File: config.mk
export PLATFORM = sky130hd
export DESIGN_NAME = fetch_unit
export DESIGN_NICKNAME = d
export VERILOG_FILES = /design/src/rtl/armcore_pkg.sv /design/src/rtl/fetch_fifo.sv /design/src/rtl/fetch_unit.sv
export SDC_FILE = /design/constraint.sdc
export NUM_CORES = 1
export LEC_CHECK = 0
export CAP_MARGIN = 10
export CORE_MARGIN = 3
export CORE_UTILIZATION = 30
export DETAILED_ROUTE_END_ITERATION = 8
export GPL_TIMING_DRIVEN = 0
export PLACE_DENSITY = 0.55
export SLEW_MARGIN = 0
export SYNTH_ARGS = -nofsm -noshare
export SYNTH_HDL_FRONTEND = slang
export SYNTH_SLANG_ARGS = --single-unit
export TNS_END_PERCENT = 1
File: constraint.sdc
create_clock -name clk -period 2.8 [get_ports clk]
set_input_delay 0.42 -clock clk [delete_from_list [all_inputs] [get_ports clk]]
set_output_delay 0.42 -clock clk [all_outputs]
set_load 0.02 [all_outputs]
File: src/rtl/armcore_pkg.sv
`default_nettype none
// +----------------------------------------------------------------------+
// | Package : armcore_pkg                                                |
// | Purpose : Shared widths and the fetch buffer entry type for the      |
// |           ArmCore front end.                                         |
// | Contents: INSTR_W, ADDR_W, INSTR_BYTES, fetch_entry_t {instr, pc}    |
// | Revision: 1.0  initial release                                       |
// +----------------------------------------------------------------------+
package armcore_pkg;

  localparam int INSTR_W     = 32;
  localparam int ADDR_W      = 64;
  localparam int INSTR_BYTES = 4;

  // One buffered fetch: the instruction word and the address it came from.
  typedef struct packed {
    logic [INSTR_W-1:0] instr;
    logic [ADDR_W-1:0]  pc;
  } fetch_entry_t;

endpackage
`default_nettype wire

File: src/rtl/fetch_fifo.sv
`default_nettype none
// +----------------------------------------------------------------------+
// | Module  : fetch_fifo                                                 |
// | Purpose : DEPTH-entry synchronous FIFO with flush, used for both the |
// |           instruction buffer and the request-address tag queue.      |
// | Ports   : clk, rst_n        clock / async active-low reset           |
// |           flush             empty the FIFO (wins over push)          |
// |           push, push_data   write side                               |
// |           pop,  pop_data    read side (pop_data = head entry)        |
// |           count             current occupancy, 0..DEPTH              |
// | Revision: 1.0  initial release                                       |
// +----------------------------------------------------------------------+
module fetch_fifo #(
  parameter int WIDTH = 8,
  parameter int DEPTH = 2
) (
  input  logic                       clk,
  input  logic                       rst_n,
  input  logic                       flush,
  input  logic                       push,
  input  logic [WIDTH-1:0]           push_data,
  input  logic                       pop,
  output logic [WIDTH-1:0]           pop_data,
  output logic [$clog2(DEPTH+1)-1:0] count
);

  localparam int PTR_W = $clog2(DEPTH);
  localparam int CNT_W = $clog2(DEPTH+1);

  logic [WIDTH-1:0] mem_q [DEPTH];
  logic [WIDTH-1:0] mem_d [DEPTH];
  logic [PTR_W-1:0] wr_ptr_q, wr_ptr_d;
  logic [PTR_W-1:0] rd_ptr_q, rd_ptr_d;
  logic [CNT_W-1:0] count_q, count_d;
  logic             do_push;
  logic             do_pop;

  assign do_pop  = pop && (count_q != '0);
  // A push into a full FIFO is accepted when the head leaves in the same cycle.
  assign do_push = push && ((count_q != CNT_W'(DEPTH)) || do_pop);

  always_comb begin
    mem_d    = mem_q;
    wr_ptr_d = wr_ptr_q;
    rd_ptr_d = rd_ptr_q;
    count_d  = count_q;
    if (flush) begin
      wr_ptr_d = '0;
      rd_ptr_d = '0;
      count_d  = '0;
    end else begin
      if (do_push) begin
        mem_d[wr_ptr_q] = push_data;
        wr_ptr_d        = wr_ptr_q + PTR_W'(1);
      end
      if (do_pop) begin
        rd_ptr_d = rd_ptr_q + PTR_W'(1);
      end
      case ({do_push, do_pop})
        2'b10:   count_d = count_q + CNT_W'(1);
        2'b01:   count_d = count_q - CNT_W'(1);
        default: count_d = count_q;
      endcase
    end
  end

  // Storage is reset so the head reads as zero straight out of reset.
  always_ff @(posedge clk or negedge rst_n) begin
    if (!rst_n) begin
      mem_q    <= '{default: '0};
      wr_ptr_q <= '0;
      rd_ptr_q <= '0;
      count_q  <= '0;
    end else begin
      mem_q    <= mem_d;
      wr_ptr_q <= wr_ptr_d;
      rd_ptr_q <= rd_ptr_d;
      count_q  <= count_d;
    end
  end

  assign pop_data = mem_q[rd_ptr_q];
  assign count    = count_q;

endmodule
`default_nettype wire

File: src/rtl/fetch_unit.sv
`default_nettype none
// +----------------------------------------------------------------------+
// | Module  : fetch_unit                                                 |
// | Purpose : ArmCore instruction fetch stage. Owns the PC, issues word  |
// |           requests, buffers returned words with their PC and hands   |
// |           them in order to decode. A redirect flushes everything in  |
// |           flight; late words of the old stream are counted and       |
// |           dropped.                                                   |
// | Ports   : clk, rst_n                      clock / async reset (low)  |
// |           imem_req_valid/ready/addr       request channel            |
// |           imem_rsp_valid/data             in-order response channel  |
// |           redirect_valid/pc               taken branch / flush       |
// |           dec_valid/ready/instr/pc        decode handshake           |
// |           fetch_fault                     misaligned redirect seen   |
// | Config  : FETCH_ALIGN_CHECK_EN - misaligned redirect raises a sticky |
// |           fetch_fault and halts requests until reset. Undefined:     |
// |           redirect_pc[1:0] is forced to zero, fetch_fault tied low.  |
// | Revision: 1.0  initial release                                       |
// +----------------------------------------------------------------------+
module fetch_unit
  import armcore_pkg::*;
#(
  parameter logic [63:0] RESET_PC = 64'h0,
  parameter int          DEPTH    = 2
) (
  input  logic               clk,
  input  logic               rst_n,
  output logic               imem_req_valid,
  input  logic               imem_req_ready,
  output logic [ADDR_W-1:0]  imem_req_addr,
  input  logic               imem_rsp_valid,
  input  logic [INSTR_W-1:0] imem_rsp_data,
  input  logic               redirect_valid,
  input  logic [ADDR_W-1:0]  redirect_pc,
  output logic               dec_valid,
  input  logic               dec_ready,
  output logic [INSTR_W-1:0] dec_instr,
  output logic [ADDR_W-1:0]  dec_pc,
  output logic               fetch_fault
);

  localparam int CNT_W   = $clog2(DEPTH+1);
  // Repeated redirects can stack an old epoch's leftovers on top of the
  // current one, so the drop counter is sized for twice the credit window.
  localparam int STALE_W = $clog2(2*DEPTH+1);

  logic [ADDR_W-1:0]  pc_q, pc_d;
  logic [CNT_W-1:0]   outstanding_q, outstanding_d;
  logic [STALE_W-1:0] stale_q, stale_d;

  logic [CNT_W-1:0]   buf_count;
  logic [CNT_W-1:0]   unused_tag_count;
  logic [ADDR_W-1:0]  tag_head;
  fetch_entry_t       buf_push_entry;
  fetch_entry_t       buf_head;

  logic               req_fire;
  logic               rsp_live;
  logic               rsp_stale;
  logic               dec_fire;
  logic               credit_ok;
  logic               halt;
  logic [ADDR_W-1:0]  target_pc;

`ifdef FETCH_ALIGN_CHECK_EN
  logic fault_q, fault_d;

  assign target_pc = redirect_pc;

  always_comb begin
    fault_d = fault_q;
    if (redirect_valid && (redirect_pc[1:0] != 2'b00)) begin
      fault_d = 1'b1;
    end
  end

  always_ff @(posedge clk or negedge rst_n) begin
    if (!rst_n) begin
      fault_q <= 1'b0;
    end else begin
      fault_q <= fault_d;
    end
  end

  assign halt        = fault_q;
  assign fetch_fault = fault_q;
`else
  logic [1:0] unused_redirect_lsbs;

  assign unused_redirect_lsbs = redirect_pc[1:0];
  assign target_pc            = {redirect_pc[ADDR_W-1:2], 2'b00};
  assign halt                 = 1'b0;
  assign fetch_fault          = 1'b0;
`endif

  // Credit: words already buffered plus words still owed by memory must
  // leave room, so every live response is guaranteed a buffer slot.
  assign credit_ok = ({1'b0, buf_count} + {1'b0, outstanding_q}) < (CNT_W+1)'(DEPTH);

  // rst_n gates the request so nothing is offered while reset is held.
  assign imem_req_valid = rst_n && !redirect_valid && !halt && credit_ok;
  assign imem_req_addr  = pc_q;

  assign req_fire  = imem_req_valid && imem_req_ready;
  assign rsp_stale = imem_rsp_valid && (stale_q != '0);
  assign rsp_live  = imem_rsp_valid && (stale_q == '0);
  assign dec_fire  = dec_valid && dec_ready;

  always_comb begin
    pc_d          = pc_q;
    outstanding_d = outstanding_q;
    stale_d       = stale_q;
    if (redirect_valid) begin
      // Everything still owed from the old stream becomes stale; a live
      // word arriving now is already paid for and is discarded by the flush.
      pc_d          = target_pc;
      outstanding_d = '0;
      stale_d       = stale_q + STALE_W'(outstanding_q)
                    - STALE_W'(rsp_stale) - STALE_W'(rsp_live);
    end else begin
      if (req_fire) begin
        pc_d = pc_q + ADDR_W'(INSTR_BYTES);
      end
      outstanding_d = outstanding_q + CNT_W'(req_fire) - CNT_W'(rsp_live);
      stale_d       = stale_q - STALE_W'(rsp_stale);
    end
  end

  always_ff @(posedge clk or negedge rst_n) begin
    if (!rst_n) begin
      pc_q          <= RESET_PC;
      outstanding_q <= '0;
      stale_q       <= '0;
    end else begin
      pc_q          <= pc_d;
      outstanding_q <= outstanding_d;
      stale_q       <= stale_d;
    end
  end

  // Tag queue: request addresses in issue order, matched to live responses.
  fetch_fifo #(
    .WIDTH (ADDR_W),
    .DEPTH (DEPTH)
  ) u_tag_fifo (
    .clk       (clk),
    .rst_n     (rst_n),
    .flush     (redirect_valid),
    .push      (req_fire),
    .push_data (pc_q),
    .pop       (rsp_live),
    .pop_data  (tag_head),
    .count     (unused_tag_count)
  );

  assign buf_push_entry = '{instr: imem_rsp_data, pc: tag_head};

  // Instruction buffer presented to decode.
  fetch_fifo #(
    .WIDTH ($bits(fetch_entry_t)),
    .DEPTH (DEPTH)
  ) u_instr_fifo (
    .clk       (clk),
    .rst_n     (rst_n),
    .flush     (redirect_valid),
    .push      (rsp_live),
    .push_data (buf_push_entry),
    .pop       (dec_fire),
    .pop_data  (buf_head),
    .count     (buf_count)
  );

  assign dec_valid = (buf_count != '0);
  assign dec_instr = buf_head.instr;
  assign dec_pc    = buf_head.pc;

endmodule
`default_nettype wire

==> impl_results.md <==
* Area of the mapped netlist at 18100 µm²
* Die width at 251 µm
* Worst-path clk slew at 0.06 ns
* Synth warn at 0
* Fin nets at 1995
* Io pins at 265
* Data arrival, critical path at 3.33 ns
* GRT Total Usage at 18.4%
* Startpoint Class: flop
* Total of fill cells in the finished design at 5749
* H-tree levels at 2
* Seq cells post-synth at 387
* Clk_lat worst skew at 0.58 ns
* Clock skew at 0.0257 ns
* Core Util, Final at 39.5%
* Layout cell share with drive strength beyond 1 at 24.5%
* DRC viols at 0
* PortBufs at 256
* Initial DRC count at 1027
* Count of flip-flops with a built-in enable after synthesis at 0
* CP endpoint kind: flop
* Hold Slack at -0.191 ns
* Outcome: complete, but fails checks
* Mapped Cells at 1567
* Failing checks: hold timing, setup timing
* Avg Inst Size Synth at 11.5 µm²
* Pin count of the biggest net entering global routing at 115
* Slew Limit Fails at 0
* CTS Buffer Depth at 3
* Final hold vios at 84
* MaxCap Viol Count at 0
* Drt wl/cell at 22.1 µm
* Die area at 63200 µm²
* First-pass DRT Iterations at 6
* Maximum VDD drop at 0.380 mV
* Worst path required time at 3.23 ns
* Detail Route Antenna Nets at 0
* Slew headroom at 32.6%
* Drt via density at 5.11
* Crit Path Class: reg2reg
* Post-route setup slack at -0.0975 ns
* Most used DFF post-synth: dfrtp_1
* Slew @ Worst Pin at 0.997 ns
* Synth top area cells: dfrtp_1, mux2_2, mux2i_1
* Via count at 13700
* Final wirelength at 59400 µm
* Final Non-Filler Cells at 2686
* Rows at 89
* CTS tree: built
* Pwr Density at 921 nW/µm²
* First-pass GRT wire length at 87900 µm
* Place WS at -1.03 ns
* Yosys top cell by area: dfrtp_1
* HP Class: in2async
* Initial Util at 30.5%
* Tcrit/Tclk final at 103%
* Final setup violation count at 2
* Cell count after placement at 2603
* Global route overflow at 0
* GPL Wtd Cong at 0.857
* LEAKAGE at 10.1 nW
* Seq/Total Area, Yosys at 53.6%
* Root buffer cell: clkbuf_16
* Fraction of registers with async set/reset at 100%
* Largest fanout on the critical path at 10
* RSZ-0062 raised after global routing: yes
* Fmax at 345 MHz
* Reg2reg path depth at 13
* Placeable Area at 59400 µm²
* Layout area overhead at 29.7%
* Distinct cells, synth at 64
* Final critical-path required period at 2.90 ns
* CTS sink count at 387
* Antenna cell count at 0
* Chip height at 251 µm
* Dpl hpwl at 43200 µm
* CTS Buf Count at 44
* Synth top area share at 53.6%
* Vias in the first global route at 13700
* Antenna violations before repair at 1
-- registers in the layout, summed over array words and instances, names as in the netlist --
signal / flops
u_instr_fifo.wr_ptr_q: 1
imem_req_addr: 62
u_tag_fifo.rd_ptr_q: 1
u_tag_fifo.count: 2
u_tag_fifo.wr_ptr_q: 1
stale_q: 3
u_tag_fifo.mem_q: 124
u_instr_fifo.count: 2
u_instr_fifo.rd_ptr_q: 1
u_instr_fifo.mem_q: 188
outstanding_q: 2
-- critical path, cell delays in order, from the launching register on --
cell and delay (ns):
dfrtp_2 0.45, and2_4 0.17, fa_1 0.48, nor4b_4 0.27
buf_6 0.19, nand2_4 0.10, clkbuf_8 0.21, buf_6 0.17
nand2_2 0.09, nand2_1 0.06, ha_2 0.19, xnor2_2 0.17
xnor2_1 0.14, nor2_1 0.06
-- worst paths after layout --
| check | endpoint | slack, ns | start |
|---|---|---|---|
| worst max-delay path | outstanding_q[1] | -0.1 | u_instr_fifo.count[0] |
| worst min-delay path | u_instr_fifo.mem_q[106] | -0.19 | rst_n |
| worst max register to register | outstanding_q[1] | -0.1 | u_instr_fifo.count[0] |
| worst min register to register | u_tag_fifo.mem_q[77] | 0.49 | u_tag_fifo.mem_q[77] |
| max in group asynchronous | u_instr_fifo.mem_q[64] | 1.51 | rst_n |
| min in group clk | imem_req_addr[3] | 0.44 | redirect_pc[3] |
-- power breakdown --
group / internal [mW] / switching [mW] / total [mW]
Combinational: 3.49 / 3.62 / 7.11
Sequential: 7.45 / 1.10 / 8.54
Clock: 3.63 / 2.30 / 5.93
Total: 14.6 / 7.01 / 21.6
-- Yosys cell counts (14+ instances only) --
library cell	instances
dfrtp_1	387
mux2_2	281
nor2_1	157
a21oi_1	138
nand2_1	91
mux2i_1	73
nand3_1	46
buf_2	45
clkbuf_1	44
nand4_1	34
o21ai_0	32
o211ai_1	23
inv_1	19
nor3_1	15
buf_4	14
o311ai_0	14
-- layout by cell type (no fill, tap or decap), types with 4 or more instances in the layout --
cell             synthesis  routed
nor3_1                  15      12
nor4_1                  12      11
dlygate4sd2_1            0      53
dfrtp_1                387     384
nor2_1                 157     157
and3_1                   7       7
a22oi_1                  6       6
dlymetal6s2s_1           0       7
a221o_1                  9       9
inv_1                   19      19
mux2_2                 281     281
and2_1                   7       6
conb_1                   1       5
xnor2_1                  6       5
mux2i_1                 73      73
clkbuf_1                44      46
clkbuf_16                0      45
o31a_1                   4       4
a31oi_1                  8       8
bufinv_16                0       6
or3_1                   10      10
o211ai_1                23      23
ha_1                     7       6
o21ai_0                 32      32
clkbuf_2                 1       4
nand2_1                 91      90
buf_6                    7      19
nand4_1                 34      34
clkbuf_8                 0      11
mux2_1                   5       5
clkdlybuf4s50_1          0     194
or4_1                    9       9
buf_4                   14      24
a21oi_1                138     136
o311ai_0                14      13
buf_2                   45      33
nand3_1                 46      45
clkinv_2                 0       4
-- cell families (layout without fill, tap and decap cells) --
logic type               after synthesis  count (layout)  synth area share (%)
flip-flops                           387             387                  53.6
adder cells (fa/ha/maj)               10              10                 0.817
XOR/XNOR                               9               9                 0.436
AND/OR/NAND/NOR                      415             415                  11.3
buffers and inverters                136             478                  3.72
multiplexers                         359             359                  21.9
other                                  1               5                0.0207
AO/OA/AOI/OAI                        250             250                  8.33
-- metrics by stage --
step / cell area [µm²] / setup TNS (ns) / total power, mW / hold slack [ns]
floorplan: 18100 / -0.0433 / 12.8 / 0.124
global placement: 21700 / -9057.18 / 15.9 / 0.470
detailed placement: 21700 / -284.04 / 16.1 / 0.452
CTS: 23400 / -1.57 / 21.9 / -0.159
global route: 23400 / -2.88 / 22.8 / -0.125
finish: 23400 / -0.0995 / 21.6 / -0.191
-- per-layer routing --
layer  track usage, %  vias to the layer above  part of all wire [%]
li1                 -                     6254                     -
met3             3.63                       69                   6.1
met5                0                        -                     0
met4             5.65                        0                   2.3
met1             25.5                     7010                    45
met2             29.1                      391                    46
-- area by class of cell --
class                      count  area [µm²]  area share (%)
multi-input combinational   1048        7800            33.3
tap                          773         967            4.13
clock inverter                12         216           0.923
clock buffer                  64        1250            5.32
timing repair buffer         267        2660            11.4
inverter                      19        71.3           0.304
sequential                   387        9690            41.3
buffer                       116         783            3.34
-- repair_timing --
action	CTS	global route
buffers inserted	8	0
hold endpoints to repair	84	84
pin swaps	2	2
resized for setup	119	23
setup endpoints to repair	431	273
No activity file was read; power rests on OpenSTA's default activity.
==> edit: new RTL, config.mk and constraints unchanged <==
Change the package constant `ADDR_W` from 64 to 96.
--- a/src/rtl/armcore_pkg.sv
+++ b/src/rtl/armcore_pkg.sv
@@ -11,3 +11,3 @@
   localparam int INSTR_W     = 32;
-  localparam int ADDR_W      = 64;
+  localparam int ADDR_W      = 96;
   localparam int INSTR_BYTES = 4;
Ports: changed (resized dec_pc, imem_req_addr and redirect_pc); port bits go from 265 to 361. The function was not compared with the original's and may differ.
==> edit against the unedited design <==
- the flow still finishes with violations (hold timing, setup timing)
- cell area grew 42%
- synthesized area grew 38%
- die area grew 37%
- count of clock-buffer cells in the layout grew 27
- routed wire length grew 55%
- setup slack lost 0.16 ns
- total power grew 40%
- sequential cell count grew 160
- global-route usage grew 2.3 points
- critical path type unchanged
- highest routed layer is now met5
==> edit: results (changes against the unedited design) <==
[run_status]
status = complete, but fails checks
violations = hold timing, setup timing

[sta]
hold_viol_final = 111  ; +32%
whs_ns = -0.200  ; -0.00991 ns
fin_ws_ns = -0.260  ; -0.162 ns
maxSlewHeadroom = 0.320  ; -0.00606
final.setup_skew_ns = 0.0396  ; +0.0140 ns
tns_ns = -4.49  ; -4.39 ns
setup_violations = 91  ; +89

[cells_and_area]
num-nets-final = 2825  ; +42%
largest_reg_flops = 252  ; +34%

[clock_tree]
insertion_delay_ns = 0.66  ; +0.08 ns
cts_buffers = 61  ; +39%

[synthesis]
synthTopCellsByArea = dfrtp_1 (55%), mux2_2 (16%), a21oi_1 (4.1%), mux2i_1 (3.9%), nor2_1 (3.4%)
netlist_instances = 2233  ; +43%

[global_route]
grt_pass1_wl_um = 134000  ; +52%
antenna_found_initial = 10  ; +9

[route]
drt_iter0_markers = 1398  ; +36%
wl_um = 92100  ; +55%
viasPerCell = 5.22  ; +2.1%

[placed_design]
hpwl_um = 67200  ; +56%
io_buffer_count = 353  ; +38%
routabilityCongestion = 0.892  ; +4.0%
dp_cells = 3671  ; +41%

[power]
leakage_nw = 14.3  ; +41%
sw_frac_of_total = 0.333  ; +0.00819

[critical_path]
cp_max_fo = 6  ; -4
r2r_cells = 10  ; -3
arrival_ns = 3.61  ; +0.28 ns

-- edit: cell types whose count changed after synthesis, moves of 25 or more --
cell	change
nand2_1	+66
nor2_1	+67
o21ai_0	+66
nor4_1	+33
xnor2_1	+35
mux2i_1	+25
a21oi_1	+67
buf_2	-45
mux2_2	+83
clkbuf_1	+84
dfrtp_1	+160
-- edit: kinds of logic (layout without fill, tap and decap cells) --
logic type,count (synthesis),count (layout),synth area share
AND/OR/NAND/NOR,626,626,0.117
flip-flops,547,547,0.548
multiplexers,462,462,0.203
AO/OA/AOI/OAI,343,343,0.0741
buffers and inverters,175,663,0.0275
XOR/XNOR,68,68,0.0238
adder cells (fa/ha/maj),11,11,0.00641
other,1,10,0.000150
-- edit: power by group through the flow --
stage / logic [mW] / registers (mW) / clock network [mW]
floorplan: 5.95 / 11.9 / 0
global placement: 9.95 / 12.2 / 0
detailed placement: 10.2 / 12.3 / 0
CTS: 9.82 / 12.2 / 8.58
global route: 10.5 / 12.5 / 8.88
finish: 9.64 / 12.2 / 8.38
-- edit: area by class of cell --
class                           count  area [um2]
Tap cell                         1070        1340
Antenna cell                        5        12.5
Fill cell                        7875       49100
Clock buffer                       91        1830
Clock inverter                     17         273
Inverter                           28         114
Multi-Input combinational cell   1515       11100
Sequential cell                   547       13700
Timing Repair Buffer              382        3850
Buffer                            145        1040
-- edit: worst max-delay path: stages, from the launching register on --
cell and delay [ns]:
dfrtp_1 0.41, and2_4 0.16, fa_2 0.52, nor4b_4 0.29
and2_4 0.20, buf_12 0.13, inv_6 0.03, buf_8 0.12
or4_4 0.55, or3_1 0.37, a31o_1 0.21
-- edit: path summary, 6_finish.rpt --
check	start	to	slack, ns
max	outstanding_q[0]$_DFF_PN0_	imem_req_addr[92]$_DFFE_PN0P_	-0.26
min	rst_n	u_instr_fifo.mem_q[114]$_DFFE_PN0P_	-0.20
max reg2reg	outstanding_q[0]$_DFF_PN0_	imem_req_addr[92]$_DFFE_PN0P_	-0.26
min reg2reg	u_tag_fifo.mem_q[88]$_DFFE_PN0P_	u_tag_fifo.mem_q[88]$_DFFE_PN0P_	0.48
max in group asynchronous	rst_n	u_instr_fifo.mem_q[52]$_DFFE_PN0P_	1.30
min in group clk	redirect_pc[36]	imem_req_addr[36]$_DFFE_PN0P_	0.33
-- edit: repair_timing --
action | CTS | global route
hold endpoints to repair | 111 | 111
pin swaps | 11 | 15
gates resized for setup | 292 | 142
setup buffers | 8 | 9
setup endpoints to repair | 658 | 439
gates cloned | 0 | 1
-- edit: layer usage --
layer  routed length (um)  track usage
met5                   54            0
met4                 2450       0.0555
met3                 8100       0.0592
met2                43200        0.336
met1                38300        0.270
